[config.mk]
export PLATFORM = sky130hd
export DESIGN_NAME = ring_cadence_ctrl_flat
export DESIGN_NICKNAME = d
export VERILOG_FILES = /design/src/rtl/ring_ctrl_pkg.sv /design/src/rtl/ring_cadence_ctrl_if.sv /design/src/rtl/ring_cadence_timer.sv /design/src/rtl/ring_cadence_ctrl.sv /design/src/flat_wrapper.sv
export SDC_FILE = /design/constraint.sdc
export NUM_CORES = 1
export LEC_CHECK = 0
export CORE_MARGIN = 2
export CORE_UTILIZATION = 54
export DETAILED_ROUTE_END_ITERATION = 7
export DONT_BUFFER_PORTS = 1
export GPL_TIMING_DRIVEN = 0
export PLACE_DENSITY = 0.7
export SLEW_MARGIN = 20
export SYNTH_ARGS = -nofsm -noshare
export SYNTH_HDL_FRONTEND = slang
export SYNTH_SLANG_ARGS = --single-unit
[constraint.sdc]
create_clock -name clk -period 2 [get_ports clk]
set_input_delay 0.2 -clock clk [delete_from_list [all_inputs] [get_ports clk]]
set_output_delay 0.2 -clock clk [all_outputs]
set_load 0.005 [all_outputs]
[src/rtl/ring_ctrl_pkg.sv]
// Shared types and default cadence constants for the ring cadence controller.
package ring_ctrl_pkg;

  typedef enum logic [1:0] {IDLE, ON, OFF, HOLD} ring_state_e;

  localparam int unsigned ON_CYCLES_DEF  = 4;
  localparam int unsigned OFF_CYCLES_DEF = 3;
  localparam int unsigned MAX_BURSTS_DEF = 2;
  localparam int unsigned MISSED_W       = 8;

  function automatic int unsigned max_u(input int unsigned a, input int unsigned b);
    return (a > b) ? a : b;
  endfunction

endpackage

[src/rtl/ring_cadence_ctrl_if.sv]
// Call-alert bus: call/user controls toward the sequencer, actuator drives and status back.
interface ring_cadence_ctrl_if;
  import ring_ctrl_pkg::*;

  logic                ring;
  logic                vibrate_mode;
  logic                silence;
  logic                answer;
  logic                clear_missed;
  logic                ringer;
  logic                motor;
  logic                missed_call;
  logic                busy;
  logic [MISSED_W-1:0] missed_count;

  modport master (
    output ring, vibrate_mode, silence, answer, clear_missed,
    input  ringer, motor, missed_call, busy, missed_count
  );

  modport slave (
    input  ring, vibrate_mode, silence, answer, clear_missed,
    output ringer, motor, missed_call, busy, missed_count
  );

endinterface

[src/rtl/ring_cadence_timer.sv]
// Loadable down-counter shared by the ON and OFF phases; parks at zero and flags expiry.
module ring_cadence_timer #(
  parameter int unsigned W = 3
) (
  input  logic         clk,
  input  logic         reset_n,
  input  logic         load,
  input  logic [W-1:0] load_val,
  output logic         expired_c
);

  logic [W-1:0] count_q, count_d;

  always_comb begin
    count_d = count_q;
    if (load) begin
      count_d = load_val;
    end else if (count_q != '0) begin
      count_d = count_q - W'(1);
    end
  end

  always_ff @(posedge clk or negedge reset_n) begin
    if (!reset_n) begin
      count_q <= '0;
    end else begin
      count_q <= count_d;
    end
  end

  assign expired_c = (count_q == '0);

endmodule

[src/rtl/ring_cadence_ctrl.sv]
// Call-alert sequencer: ON/OFF burst cadence, ringer/motor exclusion, silence/answer, missed-call flag.
// Optional saturating missed-call counter enabled by RING_MISSED_COUNT_EN.
module ring_cadence_ctrl
  import ring_ctrl_pkg::*;
#(
  parameter int unsigned ON_CYCLES  = ON_CYCLES_DEF,
  parameter int unsigned OFF_CYCLES = OFF_CYCLES_DEF,
  parameter int unsigned MAX_BURSTS = MAX_BURSTS_DEF
) (
  input logic               clk,
  input logic               reset_n,
  ring_cadence_ctrl_if.slave bus
);

  localparam int unsigned TIMER_W = $clog2(max_u(ON_CYCLES, OFF_CYCLES) + 1);
  localparam int unsigned BURST_W = $clog2(MAX_BURSTS + 1);

  localparam logic [TIMER_W-1:0] ON_LOAD    = TIMER_W'(ON_CYCLES - 1);
  localparam logic [TIMER_W-1:0] OFF_LOAD   = TIMER_W'(OFF_CYCLES - 1);
  localparam logic [BURST_W-1:0] LAST_BURST = BURST_W'(MAX_BURSTS - 1);

  ring_state_e          state_q, state_d;
  logic [BURST_W-1:0]   burst_q, burst_d;
  logic                 mute_q, mute_d;
  logic                 ringer_q, ringer_d;
  logic                 motor_q, motor_d;
  logic                 missed_q, missed_d;
  logic                 busy_q, busy_d;
  logic                 tmr_load_c;
  logic [TIMER_W-1:0]   tmr_val_c;
  logic                 tmr_expired_c;

  ring_cadence_timer #(.W(TIMER_W)) u_timer (
    .clk       (clk),
    .reset_n   (reset_n),
    .load      (tmr_load_c),
    .load_val  (tmr_val_c),
    .expired_c (tmr_expired_c)
  );

  // Next state; ring loss beats answer, answer beats silence, silence coexists with expiry.
  always_comb begin
    state_d    = state_q;
    burst_d    = burst_q;
    mute_d     = mute_q;
    missed_d   = 1'b0;
    tmr_load_c = 1'b0;
    tmr_val_c  = ON_LOAD;

    if (!bus.ring) begin
      state_d = IDLE;
    end else begin
      case (state_q)
        IDLE: begin
          state_d    = ON;
          tmr_load_c = 1'b1;
          burst_d    = '0;
          mute_d     = 1'b0;
        end
        ON, OFF: begin
          if (bus.answer) begin
            state_d = HOLD;
          end else begin
            if (bus.silence) begin
              mute_d = 1'b1;
            end
            if (tmr_expired_c) begin
              if (state_q == OFF) begin
                state_d    = ON;
                tmr_load_c = 1'b1;
              end else if (burst_q == LAST_BURST) begin
                state_d  = HOLD;
                missed_d = 1'b1;
              end else begin
                state_d    = OFF;
                tmr_load_c = 1'b1;
                tmr_val_c  = OFF_LOAD;
                burst_d    = burst_q + BURST_W'(1);
              end
            end
          end
        end
        HOLD:    state_d = HOLD;
        default: state_d = IDLE;
      endcase
    end

    ringer_d = (state_d == ON) && !mute_d && !bus.vibrate_mode;
    motor_d  = (state_d == ON) && !mute_d &&  bus.vibrate_mode;
    busy_d   = (state_d != IDLE);
  end

  always_ff @(posedge clk or negedge reset_n) begin
    if (!reset_n) begin
      state_q  <= IDLE;
      burst_q  <= '0;
      mute_q   <= 1'b0;
      ringer_q <= 1'b0;
      motor_q  <= 1'b0;
      missed_q <= 1'b0;
      busy_q   <= 1'b0;
    end else begin
      state_q  <= state_d;
      burst_q  <= burst_d;
      mute_q   <= mute_d;
      ringer_q <= ringer_d;
      motor_q  <= motor_d;
      missed_q <= missed_d;
      busy_q   <= busy_d;
    end
  end

  assign bus.ringer      = ringer_q;
  assign bus.motor       = motor_q;
  assign bus.missed_call = missed_q;
  assign bus.busy        = busy_q;

`ifdef RING_MISSED_COUNT_EN
  logic [MISSED_W-1:0] missed_count_q, missed_count_d;

  // Counts in step with the missed_call pulse; a clear wins over a same-cycle increment.
  always_comb begin
    missed_count_d = missed_count_q;
    if (bus.clear_missed) begin
      missed_count_d = '0;
    end else if (missed_d && (missed_count_q != '1)) begin
      missed_count_d = missed_count_q + MISSED_W'(1);
    end
  end

  always_ff @(posedge clk or negedge reset_n) begin
    if (!reset_n) begin
      missed_count_q <= '0;
    end else begin
      missed_count_q <= missed_count_d;
    end
  end

  assign bus.missed_count = missed_count_q;
`else
  logic unused_clear_missed;
  assign unused_clear_missed = bus.clear_missed;
  assign bus.missed_count    = '0;
`endif

endmodule

[src/flat_wrapper.sv]
// flat-port wrapper written by rule: the top's interface ports become plain ports
module ring_cadence_ctrl_flat import ring_ctrl_pkg::*;
#(
  parameter int unsigned ON_CYCLES  = ON_CYCLES_DEF,
  parameter int unsigned OFF_CYCLES = OFF_CYCLES_DEF,
  parameter int unsigned MAX_BURSTS = MAX_BURSTS_DEF
)
  (clk, reset_n, bus_ring, bus_vibrate_mode, bus_silence, bus_answer, bus_clear_missed, bus_ringer, bus_motor, bus_missed_call, bus_busy, bus_missed_count);
  ring_cadence_ctrl_if bus_i ();
  input logic clk;
  input logic reset_n;
  input wire logic [$bits(bus_i.ring)-1:0] bus_ring;
  input wire logic [$bits(bus_i.vibrate_mode)-1:0] bus_vibrate_mode;
  input wire logic [$bits(bus_i.silence)-1:0] bus_silence;
  input wire logic [$bits(bus_i.answer)-1:0] bus_answer;
  input wire logic [$bits(bus_i.clear_missed)-1:0] bus_clear_missed;
  output wire logic [$bits(bus_i.ringer)-1:0] bus_ringer;
  output wire logic [$bits(bus_i.motor)-1:0] bus_motor;
  output wire logic [$bits(bus_i.missed_call)-1:0] bus_missed_call;
  output wire logic [$bits(bus_i.busy)-1:0] bus_busy;
  output wire logic [$bits(bus_i.missed_count)-1:0] bus_missed_count;
  assign bus_i.ring = bus_ring;
  assign bus_i.vibrate_mode = bus_vibrate_mode;
  assign bus_i.silence = bus_silence;
  assign bus_i.answer = bus_answer;
  assign bus_i.clear_missed = bus_clear_missed;
  assign bus_ringer = bus_i.ringer;
  assign bus_motor = bus_i.motor;
  assign bus_missed_call = bus_i.missed_call;
  assign bus_busy = bus_i.busy;
  assign bus_missed_count = bus_i.missed_count;
  ring_cadence_ctrl #(.ON_CYCLES(ON_CYCLES), .OFF_CYCLES(OFF_CYCLES), .MAX_BURSTS(MAX_BURSTS)) u_core (.clk(clk), .reset_n(reset_n), .bus(bus_i));
endmodule
# Word-level counts from Yosys, hierarchy flattened
# Index checks and enable logic that the tools add are counted.
# Widths: inputs -> output; s select.
# word_totals
register_bits	12
latchBits	0
mem_bits_rw	0
mem_bits_ro	0
input_bits	7
output_inout_bits	12
elab_cells	67
mem_count	0
# classes
add_sub_neg	2
mul	0
div_mod_pow	0
order_cmp	0
eq_ne	9
shift	0
mux	35
n_bitwise	0
reduce_logical	13
# ops
operator	n
$mux 3	7
$mux 1	16
$mux 2	8
$eq 2x1->1 const B	3
$ne 2x2->1 const B	3
$pmux 2 s3	1
$reduce_and 6->1	1
$reduce_bool 2->1	3
$eq 2x2->1 const B	2
$pmux 1 s2	2
$pmux 2 s2	1
$logic_and 1x1->1	3
$logic_not 3->1	1
$reduce_bool 3->1	1
$sub 3x1->3 const B	1
$add 2x1->2 const B	1
$logic_not 1->1	2
$logic_not 2->1	1
$ne 2x1->1 const B	1
$reduce_or 2->1	1

# Depth between registers and ports, before layout
# Gate-level depths: netlist of the first run.
# depth
word_depth	10
ltp_mapped	7

# Hierarchy
# Synthesis of the first run repeated with hierarchy kept, for this count alone.
# unflattened
cells_unflattened	78
area_unflattened_um2	803.3
# modules_own_cells
mod	instances	cells_each	area_each_um2	seq_area_each_um2
ring_cadence_ctrl	1	57	603.1	225.2
ring_cadence_timer	1	21	200.2	75.1

# Worst setup path before layout of the first run
# Ideal clock, no wire load.
# synth_timing
kind	reg2reg
startpoint	register u_core.u_timer.count_q[0]
endpoint	register u_core.u_timer.count_q[0]
setup_ps	79
t_arrival_ps	1533
setup_slack_ps	387
path_stages_with_launch	8
n_path_buf	1
period_less_slack_ps	1613
cell_sequence	dfrtp_1 -> inv_1 -> ha_1 -> ha_1 -> buf_2 -> and3b_1 -> o2111ai_1 -> mux2i_1
# synth_between
elab_chain_len	6
elab_cells_between_ends	14
classes_between	add/sub: 1; mux: 10; reduce/logical: 3
# synth_rtl
item	line	source
from (decl)	ring_cadence_timer.sv:12	logic [W-1:0] count_q, count_d;
from (signal assigned)	ring_cadence_timer.sv:27	count_q <= count_d;
$logic_not 3->1	ring_cadence_timer.sv:31	assign expired_c = (count_q == '0);
$mux 1 or $mux 3 (tied branches)	ring_cadence_ctrl.sv:67	if (tmr_expired_c) begin
$mux 1 or $mux 3 (tied branches)	ring_cadence_ctrl.sv:61	if (bus.answer) begin
$pmux 1 s2 or $mux 3 (tied branches)	ring_cadence_ctrl.sv:53	case (state_q)
$mux 1 or $mux 3 (tied branches)	ring_cadence_ctrl.sv:50	if (!bus.ring) begin
$mux 3 or $reduce_bool 2->1 (tied branches)	--	
# Several ways; a longest one is shown, not always the timed one. The select of a mux whose other input is x is not followed.
# A chain may end at the register's enable or synchronous reset.

# Worst setup path after layout of the first run
# layout_timing
startpoint	register u_core.u_timer.count_q[0]
endpoint	register u_core.motor_q (netlist: u_core.bus.motor)
# layout_between
elab_chain_len	8
# layout_rtl
item	line	source
$logic_not 3->1	ring_cadence_timer.sv:31	
$mux 2	ring_cadence_ctrl.sv:67	
$mux 2	ring_cadence_ctrl.sv:61	
$pmux 2 s3	ring_cadence_ctrl.sv:53	
$mux 2	ring_cadence_ctrl.sv:50	
$eq 2x1->1	ring_cadence_ctrl.sv:89	motor_d = (state_d == ON) && !mute_d && bus.vibrate_mode;
$logic_and 1x1->1 (2 in series)	ring_cadence_ctrl.sv:89	
net u_core.motor_d	ring_cadence_ctrl.sv:26	logic motor_q, motor_d;
to (signal assigned)	ring_cadence_ctrl.sv:107	motor_q <= motor_d;
to (decl)	ring_cadence_ctrl.sv:26	
# The timed path passes the listed nets, and every way through them passes these cells.

==> impl_metrics.yaml, run 1 <==
run_status:
  status: "finished, final reports clean"
routing:
  firstDrtPassIters: 4
  vias_per_cell: 5.45
  ant_nets: 0
  wl_um: 1400
  drt_iter0_markers: 16
  drc_errors: 0
  vias: 545
  avgRoutedWirePerCell_um: 14.0
finish:
  drive_gt1_share_pct: 21.2
  antenna_cells: 0
  regArea_um2: 300
  final_util_pct: 66.2
  nFillCells: 102
  area_growth_syn_to_layout_pct: 13.1
  final_net_count: 100
  finalNonFillerCells: 100
  multi_input_area_um2: 398
logic_synthesis:
  synth_common_cells: "dfrtp_1, buf_4, inv_1"
  synthTopCellsByArea: "dfrtp_1, ha_1, buf_4"
  synth_area_um2: 771
  seq_area_frac_synth_pct: 39.0
  synthDistinctLibCells: 33
  yosys.area.top_type_share_pct: 39.0
  ys_ff_latch: 12
  synth.most_common_cell: "dfrtp_1"
  syn_inst: 72
  yosys.area.top_type: "dfrtp_1"
  ys.flop_type: "dfrtp_1"
  syn_avg_cell_area_um2: 10.7
  ys_warn_count: 0
  ys_async_sr_fraction_pct: 100
  synth_enable_flop_cells: 0
floorplanning:
  die_h_um: 41.8
  die_x_um: 41.8
  initial_core_util_pct: 58.5
  core_area_mm2: 0.00132
  rows: 13
  design.die.area_mm2: 0.00175
  io-pin-count: 19
worst_setup_path:
  r2r_setup_slack_ns: 0.18
  worstSetupStartpointType: "register"
  reg2reg_from: "u_core.u_timer.count_q[0]"
  criticalPathCategory: "reg -> reg"
  critPathLaunch: "u_core.u_timer.count_q[0]"
  crit_path_end: "u_core.bus.motor"
  cp.arrival_ns: 2.00
  critPathCaptureType: "register"
  r2r_cells: 7
  r2r-end: "u_core.bus.motor"
  crit_required_ns: 2.18
  crit_fanout: 10
global_routing:
  grt_start_max_net_pins: 13
  grt_overflow_total: 0
  grt_use_total_pct: 18.8
  first_global_vias: 513
  grt_pass1_wl_um: 2420
  antenna_found_initial: 0
placed_design:
  io_buffers: 0
  dpl.hpwl_um: 991
  routabilityCongestion: 0.720
  place_inst: 94
clock_tree:
  clkTransAtPathRegs_ns: 0.08
  ctsRootBufferMaster: "clkbuf_4"
  clock-sinks: 12
  clock_path_buffers: 2
  cts_tree: "built"
  clock_latency_ns: 0.27
  cts_made_buffers: 3
  cts-htree-levels: 1
  post_cts_buffers: 0
sta:
  skew_ns: 0.00190
  period_needed_ns: 1.82
  worst_slew_pin_slew_ns: 0.564
  rsz0062_at_grt: "no"
  min_period_over_period_pct: 90.9
  fmax_mhz: 550
  finalHoldViolCount: 0
  fin_tns_setup_ns: 0
  slew_viol_final: 0
  finalSetupViolCount: 0
  slew_headroom_pct: 62.3
flow_run:
  drv_cap: 0
power_and_ir_drop:
  peakVddDrop_uv: 650
  p_leak_nw: 0.437
  power_density_mw_per_mm2: 1170
worst_hold_path:
  hold_class: "in -> reg"
==> worst min path at each step <==
| stage | from | to | slack [ns] | depth (start not counted) |
|---|---|---|---|---|
| after floorplan | reset_n | u_core.burst_q[0] | -0.1 | 0 |
| after global placement | reset_n | u_core.bus.motor | -0.1 | 0 |
| after detailed placement | reset_n | u_core.bus.ringer | -0.1 | 0 |
| after CTS | bus_vibrate_mode | u_core.bus.motor | 0.09 | 1 |
| after global routing | bus_vibrate_mode | u_core.bus.motor | 0.08 | 1 |
| final | bus_vibrate_mode | u_core.bus.motor | 0.10 | 1 |
==> sequential cells by signal, summed over array words and instances (netlist names) <==
register,cells
u_core.burst_q,2
u_core.bus.missed_call,1
u_core.mute_q,1
u_core.bus.ringer,1
u_core.bus.motor,1
u_core.bus.busy,1
u_core.u_timer.count_q,3
u_core.state_q,2
==> metal layers <==
metal | GRT usage [%] | wire [um]
met1 | 22.1 | 540
met4 | 9.68 | 29
met5 | 0 | 0
met3 | 6.09 | 112
met2 | 30.3 | 718
==> power by group <==
part           leakage [nW]  switching, mW  internal, mW  total [mW]
clock                0.0210         0.0831         0.111       0.194
sequential            0.155         0.0523         0.325       0.378
combinational         0.261          0.245         0.206       0.451
==> worst max-delay path, cell delays in order, from the launching register on <==
cell     delay, ns
dfrtp_1       0.36
inv_1         0.05
ha_1          0.19
ha_1          0.20
buf_2         0.20
nor3b_1       0.17
o22a_1        0.27
nor4b_2       0.30
==> cells by family (layout without fill, tap and decap cells) <==
logic type,Yosys count,count (layout),share of synthesized area (%)
simple gates,21,21,20.3
buf+inv,18,24,12.8
flops,12,12,39.0
compound gates,10,10,12.3
fa+ha+maj,7,7,11.4
mux,2,2,2.60
other cells,1,8,0.487
xor+xnor,1,1,1.14
==> cells in the final DEF, fill, tap and decap left out, types with 2 or more instances in the layout <==
| master | synthesis | routed |
|---|---|---|
| dfrtp_1 | 12 | 12 |
| inv_1 | 8 | 8 |
| buf_4 | 8 | 8 |
| conb_1 | 1 | 8 |
| ha_1 | 7 | 7 |
| nand2b_1 | 4 | 4 |
| nor2_1 | 3 | 3 |
| clkbuf_4 | 0 | 3 |
| o211ai_1 | 2 | 2 |
| nand2_1 | 2 | 2 |
| mux2i_1 | 2 | 2 |
| dlygate4sd3_1 | 0 | 2 |
==> final cells by class <==
type | instances | share of cell area (%)
tap | 15 | 2.15
timing repair buffer | 2 | 2.30
sequential | 12 | 34.4
inverter | 9 | 3.87
multi-input combinational | 49 | 45.6
buffer | 9 | 7.46
clock buffer | 4 | 4.16
==> stage by stage <==
step | hold WS [ns] | worst slack, ns | instance area, um^2 | total power, mW
5_1_grt | 0.0782 | 0.0413 | 872 | 1.11
3_3_place_gp | -0.0954 | 0.236 | 816 | 0.796
2_1_floorplan | -0.0956 | 0.387 | 797 | 0.735
4_1_cts | 0.0935 | 0.172 | 872 | 1.03
3_5_place_dp | -0.0954 | 0.203 | 816 | 0.820
6_report | 0.102 | 0.182 | 872 | 1.02
==> repair_timing <==
action,CTS,global route
hold buffers,2,0
setup endpoints to repair,0,0
endpoints found under the hold margin,13,0
gates resized for setup,0,0
No activity file was read; power rests on OpenSTA's default activity.
==> run 2: changes to the inputs <==
clock period = 1.8 ns   (was 2 ns; I/O delays follow)
==> impl_metrics.yaml, run 2 (synthesis results as in run 1) <==
run_status:
  status: "finished, final reports clean"
floorplanning:
  rows: 13
  design.die.area_mm2: 0.00175
  die_x_um: 41.8
  initial_core_util_pct: 58.5
  core_area_mm2: 0.00132
  io-pin-count: 19
  die_h_um: 41.8
global_routing:
  grt_use_total_pct: 19.0
  grt_pass1_wl_um: 2430
  grt_start_max_net_pins: 13
  grt_overflow_total: 0
  first_global_vias: 521
  antenna_found_initial: 0
finish:
  design_area_um2: 887
  antenna_cells: 0
  drive_gt1_share_pct: 24.7
  final_util_pct: 67.3
  nFillCells: 103
  top_register: "u_core.u_timer.count_q"
  area_growth_syn_to_layout_pct: 15.1
  top_regs: "u_core.u_timer.count_q: 3 flops, u_core.burst_q: 2 flops, u_core.state_q: 2 flops"
  layout_common_cells: "dfrtp_1, inv_1, buf_4, conb_1, ha_1"
  largest_reg_flops: 3
  final_net_count: 100
  layout_commonest_cell: "dfrtp_1"
  finalNonFillerCells: 100
sta:
  whs_ns: 0.0816
  skew_ns: 0.00367
  fmax_mhz: 590
  period_needed_ns: 1.70
  rsz0062_at_grt: "no"
  worst_slew_pin_slew_ns: 0.581
  worst_slack_ns: 0.104
  min_period_over_period_pct: 94.2
  slew_headroom_pct: 61.2
  finalSetupViolCount: 0
  fin_tns_setup_ns: 0
  finalHoldViolCount: 0
  slew_viol_final: 0
clock_tree:
  clkTransAtPathRegs_ns: 0.08
  post_cts_buffers: 0
  clock_path_buffers: 2
  clock-sinks: 12
  cts_made_buffers: 3
  cts-htree-levels: 1
  ctsRootBufferMaster: "clkbuf_4"
  cts_tree: "built"
  clock_latency_ns: 0.27
worst_setup_path:
  criticalPathCategory: "reg -> reg"
  crit_fanout: 10
  r2r_cells: 7
  crit_chain: "inv_1, ha_1, ha_1, buf_6, nor3b_1, o22a_2, nor4b_2"
  crit_required_ns: 1.98
  worstSetupStartpointType: "register"
  slowest_delay_ns: 0.36
  slowest_stage: "dfrtp_1"
  critPathMostFrequentCell: "ha_1"
  cp.arrival_ns: 1.88
  critPathCaptureType: "register"
placed_design:
  routabilityCongestion: 0.720
  dpl.hpwl_um: 991
  place_area_um2: 816
  place_inst: 94
  dp_slack_ns: 0.00255
  io_buffers: 0
power_and_ir_drop:
  power_density_mw_per_mm2: 1310
  p_leak_nw: 0.437
  peakVddDrop_uv: 725
  power.total_mw: 1.16
worst_hold_path:
  hold_class: "in -> reg"
  holdPathStages: 1
routing:
  firstDrtPassIters: 4
  ant_nets: 0
  avgRoutedWirePerCell_um: 14.1
  wl_um: 1410
  vias: 534
  drc_errors: 0
  drt_iter0_markers: 8
  vias_per_cell: 5.34
flow_run:
  drv_cap: 0
## run 2: metal layers
| metal | part of all wire (%) | GRT usage [%] | up-vias |
|---|---|---|---|
| met1 | 41 | 21.9 | 245 |
| met2 | 49 | 30.3 | 24 |
| met3 | 6.3 | 6.52 | 6 |
| met4 | 3.3 | 11.0 | 0 |
| li1 | - | - | 259 |
| met5 | 0 | 0 | - |
## run 2: path summary, 6_finish.rpt
kind                                           startpoint           endpoint  slack (ns)
worst min-delay path                     bus_vibrate_mode   u_core.bus.motor        0.08
max in group asynchronous                         reset_n  u_core.state_q[1]        1.05
worst max-delay path            u_core.u_timer.count_q[0]   u_core.bus.motor        0.10
worst min register to register          u_core.burst_q[0]  u_core.burst_q[0]        0.48
worst max register to register  u_core.u_timer.count_q[0]   u_core.bus.motor        0.10
min in group asynchronous                         reset_n  u_core.state_q[1]        0.34
## run 2: layout make-up
class / instances / area [um^2] / share of cell area, %
multi-input cells: 49 / 405 / 45.7
flip-flops and latches: 12 / 302 / 34.0
plain buffers: 9 / 71.3 / 8.04
clock buffers: 4 / 36.3 / 4.09
inverters: 9 / 33.8 / 3.81
repair buffers: 2 / 20.0 / 2.26
well taps: 15 / 18.8 / 2.12
## run 2: timing repair
action / in CTS / in global routing
endpoints found under the hold margin: 13 / 0
hold buffers: 2 / 0
cloned: 0 / 0
setup endpoints to repair: 3 / 6
gates resized for setup: 3 / 2
pin swaps: 0 / 3
## run 2: critical path: cells and delay by family, from the launching register on
kind,cells,cell delay [ns]
AOI/OAI and AO/OA,1,0.24
adders and majority gates,2,0.40
buffers and inverters,2,0.20
DFF,1,0.36
and+or+nand+nor,2,0.41
## run 2: power breakdown
part | internal (mW) | switching [mW] | total (mW)
Combinational | 0.245 | 0.277 | 0.522
Clock | 0.123 | 0.0945 | 0.218
Sequential | 0.362 | 0.0580 | 0.420
Total | 0.731 | 0.429 | 1.16
==> run 3: changes to the inputs <==
CORE_MARGIN = unset   (was 2)
CTS_CLUSTER_DIAMETER = 100   (was unset)
==> impl_metrics.yaml, run 3 (synthesis results as in run 1) <==
floorplanning:
  initial_core_util_pct: 58.5
  design.die.area_mm2: 0.00158
  io-pin-count: 19
  core_area_mm2: 0.00132
  rows: 13
  die_h_um: 39.8
  die_x_um: 39.8
worst_setup_path:
  critPathCaptureType: "register"
  crit_chain: "inv_1, ha_1, ha_1, buf_6, nor3b_1, o22a_2, nor4_2"
  crit_fanout: 10
  criticalPathCategory: "reg -> reg"
  crit_buf_inv: 2
  cp.arrival_ns: 1.85
  worstSetupStartpointType: "register"
  crit_required_ns: 1.99
  cpLargestDelayFamily: "adder cells"
  slowest_stage: "dfrtp_1"
  slowest_delay_ns: 0.36
  critPathMostFrequentCell: "ha_1"
global_routing:
  grt_overflow_total: 0
  grt_use_total_pct: 19.6
  antenna_found_initial: 0
  grt_start_max_net_pins: 13
  grt_pass1_wl_um: 1950
  first_global_vias: 467
finish:
  regArea_um2: 302
  final_net_count: 100
  layout_common_cells: "dfrtp_1, inv_1, buf_4, conb_1, ha_1"
  multi_input_area_um2: 405
  top_register: "u_core.u_timer.count_q"
  area_growth_syn_to_layout_pct: 15.1
  layout_commonest_cell: "dfrtp_1"
  drive_gt1_share_pct: 24.7
  design_area_um2: 887
  top_regs: "u_core.u_timer.count_q: 3 flops, u_core.burst_q: 2 flops, u_core.state_q: 2 flops"
  nFillCells: 118
  largest_reg_flops: 3
  antenna_cells: 0
  final_util_pct: 67.3
sta:
  slew_viol_final: 0
  period_needed_ns: 1.66
  skew_ns: 0.00130
  worst_slack_ns: 0.140
  rsz0062_at_grt: "no"
  slew_headroom_pct: 63.8
  finalSetupViolCount: 0
  min_period_over_period_pct: 92.2
  fmax_mhz: 603
  worst_slew_pin_slew_ns: 0.542
  finalHoldViolCount: 0
  fin_tns_setup_ns: 0
power_and_ir_drop:
  power_density_mw_per_mm2: 1290
  peakVddDrop_uv: 653
  power.total_mw: 1.14
  p_leak_nw: 0.437
clock_tree:
  post_cts_buffers: 0
  clock-sinks: 12
  clock_latency_ns: 0.28
  clock_path_buffers: 2
  cts_made_buffers: 3
  cts-htree-levels: 1
  ctsRootBufferMaster: "clkbuf_4"
  clkTransAtPathRegs_ns: 0.08
  cts_tree: "built"
routing:
  vias: 503
  ant_nets: 0
  wl_um: 1210
  avgRoutedWirePerCell_um: 12.1
  vias_per_cell: 5.03
  drc_errors: 0
  firstDrtPassIters: 3
  drt_iter0_markers: 1
placed_design:
  io_buffers: 0
  place_area_um2: 816
  routabilityCongestion: 0.729
  dp_slack_ns: 0.0291
  dpl.hpwl_um: 883
flow_run:
  drv_cap: 0
run_status:
  status: "finished, final reports clean"
worst_hold_path:
  hold_class: "in -> reg"
run 3: cell counts in the layout (fill, tap and decap cells not counted):
Identical to the previous run, type by type.
run 3: worst reg2reg max path: cells and delay by family, from the launching register on:
kind | cells | cell delay [ns]
AOI/OAI and AO/OA | 1 | 0.23
adders and majority gates | 2 | 0.41
buffers and inverters | 2 | 0.20
DFF | 1 | 0.36
and+or+nand+nor | 2 | 0.38
run 3: path summary, 6_finish.rpt:
path                                            from                     end  slack, ns  cells past startpoint
max                        u_core.u_timer.count_q[0]       u_core.bus.ringer       0.14                      7
min                                 bus_vibrate_mode        u_core.bus.motor       0.07                      1
max reg2reg                u_core.u_timer.count_q[0]       u_core.bus.ringer       0.14                      7
min reg2reg                        u_core.burst_q[0]       u_core.burst_q[0]       0.48                      1
max in group asynchronous                    reset_n       u_core.state_q[1]       1.09                      1
min in group asynchronous                    reset_n  u_core.bus.missed_call       0.32                      1
run 3: metrics by stage:
stage               cells  hold slack (ns)
finish                100           0.0723
detailed placement     94           -0.115
CTS                   100           0.0674
global route          100           0.0621
floorplan              79           -0.116
global placement       94           -0.115
run 3: area by class of cell:
type	count	share of cell area, %
Inverter	9	3.81
Buffer	9	8.04
Tap cell	15	2.12
Clock buffer	4	4.09
Multi-Input combinational cell	49	45.7
Timing Repair Buffer	2	2.26
Sequential cell	12	34.0
run 3: what timing repair did:
item                                    CTS  global route
resized for setup                         1             5
pin swaps                                 0             3
endpoints found under the hold margin    13             0
hold buffers                              2             0
endpoints found under the setup margin    1             7
run 3: report_power, final:
| part | switching [mW] | leakage (nW) | internal, mW |
|---|---|---|---|
| clock network | 0.0954 | 0.0210 | 0.123 |
| registers | 0.0566 | 0.153 | 0.362 |
| logic | 0.261 | 0.263 | 0.245 |
run 3: metal layers:
metal / global-route usage [%] / vias up / wire length [um]
li1: - / 259 / -
met1: 23.6 / 222 / 569
met2: 30.3 / 18 / 553
met3: 5.11 / 4 / 70
met4: 12.9 / 0 / 19
met5: 0 / - / 0
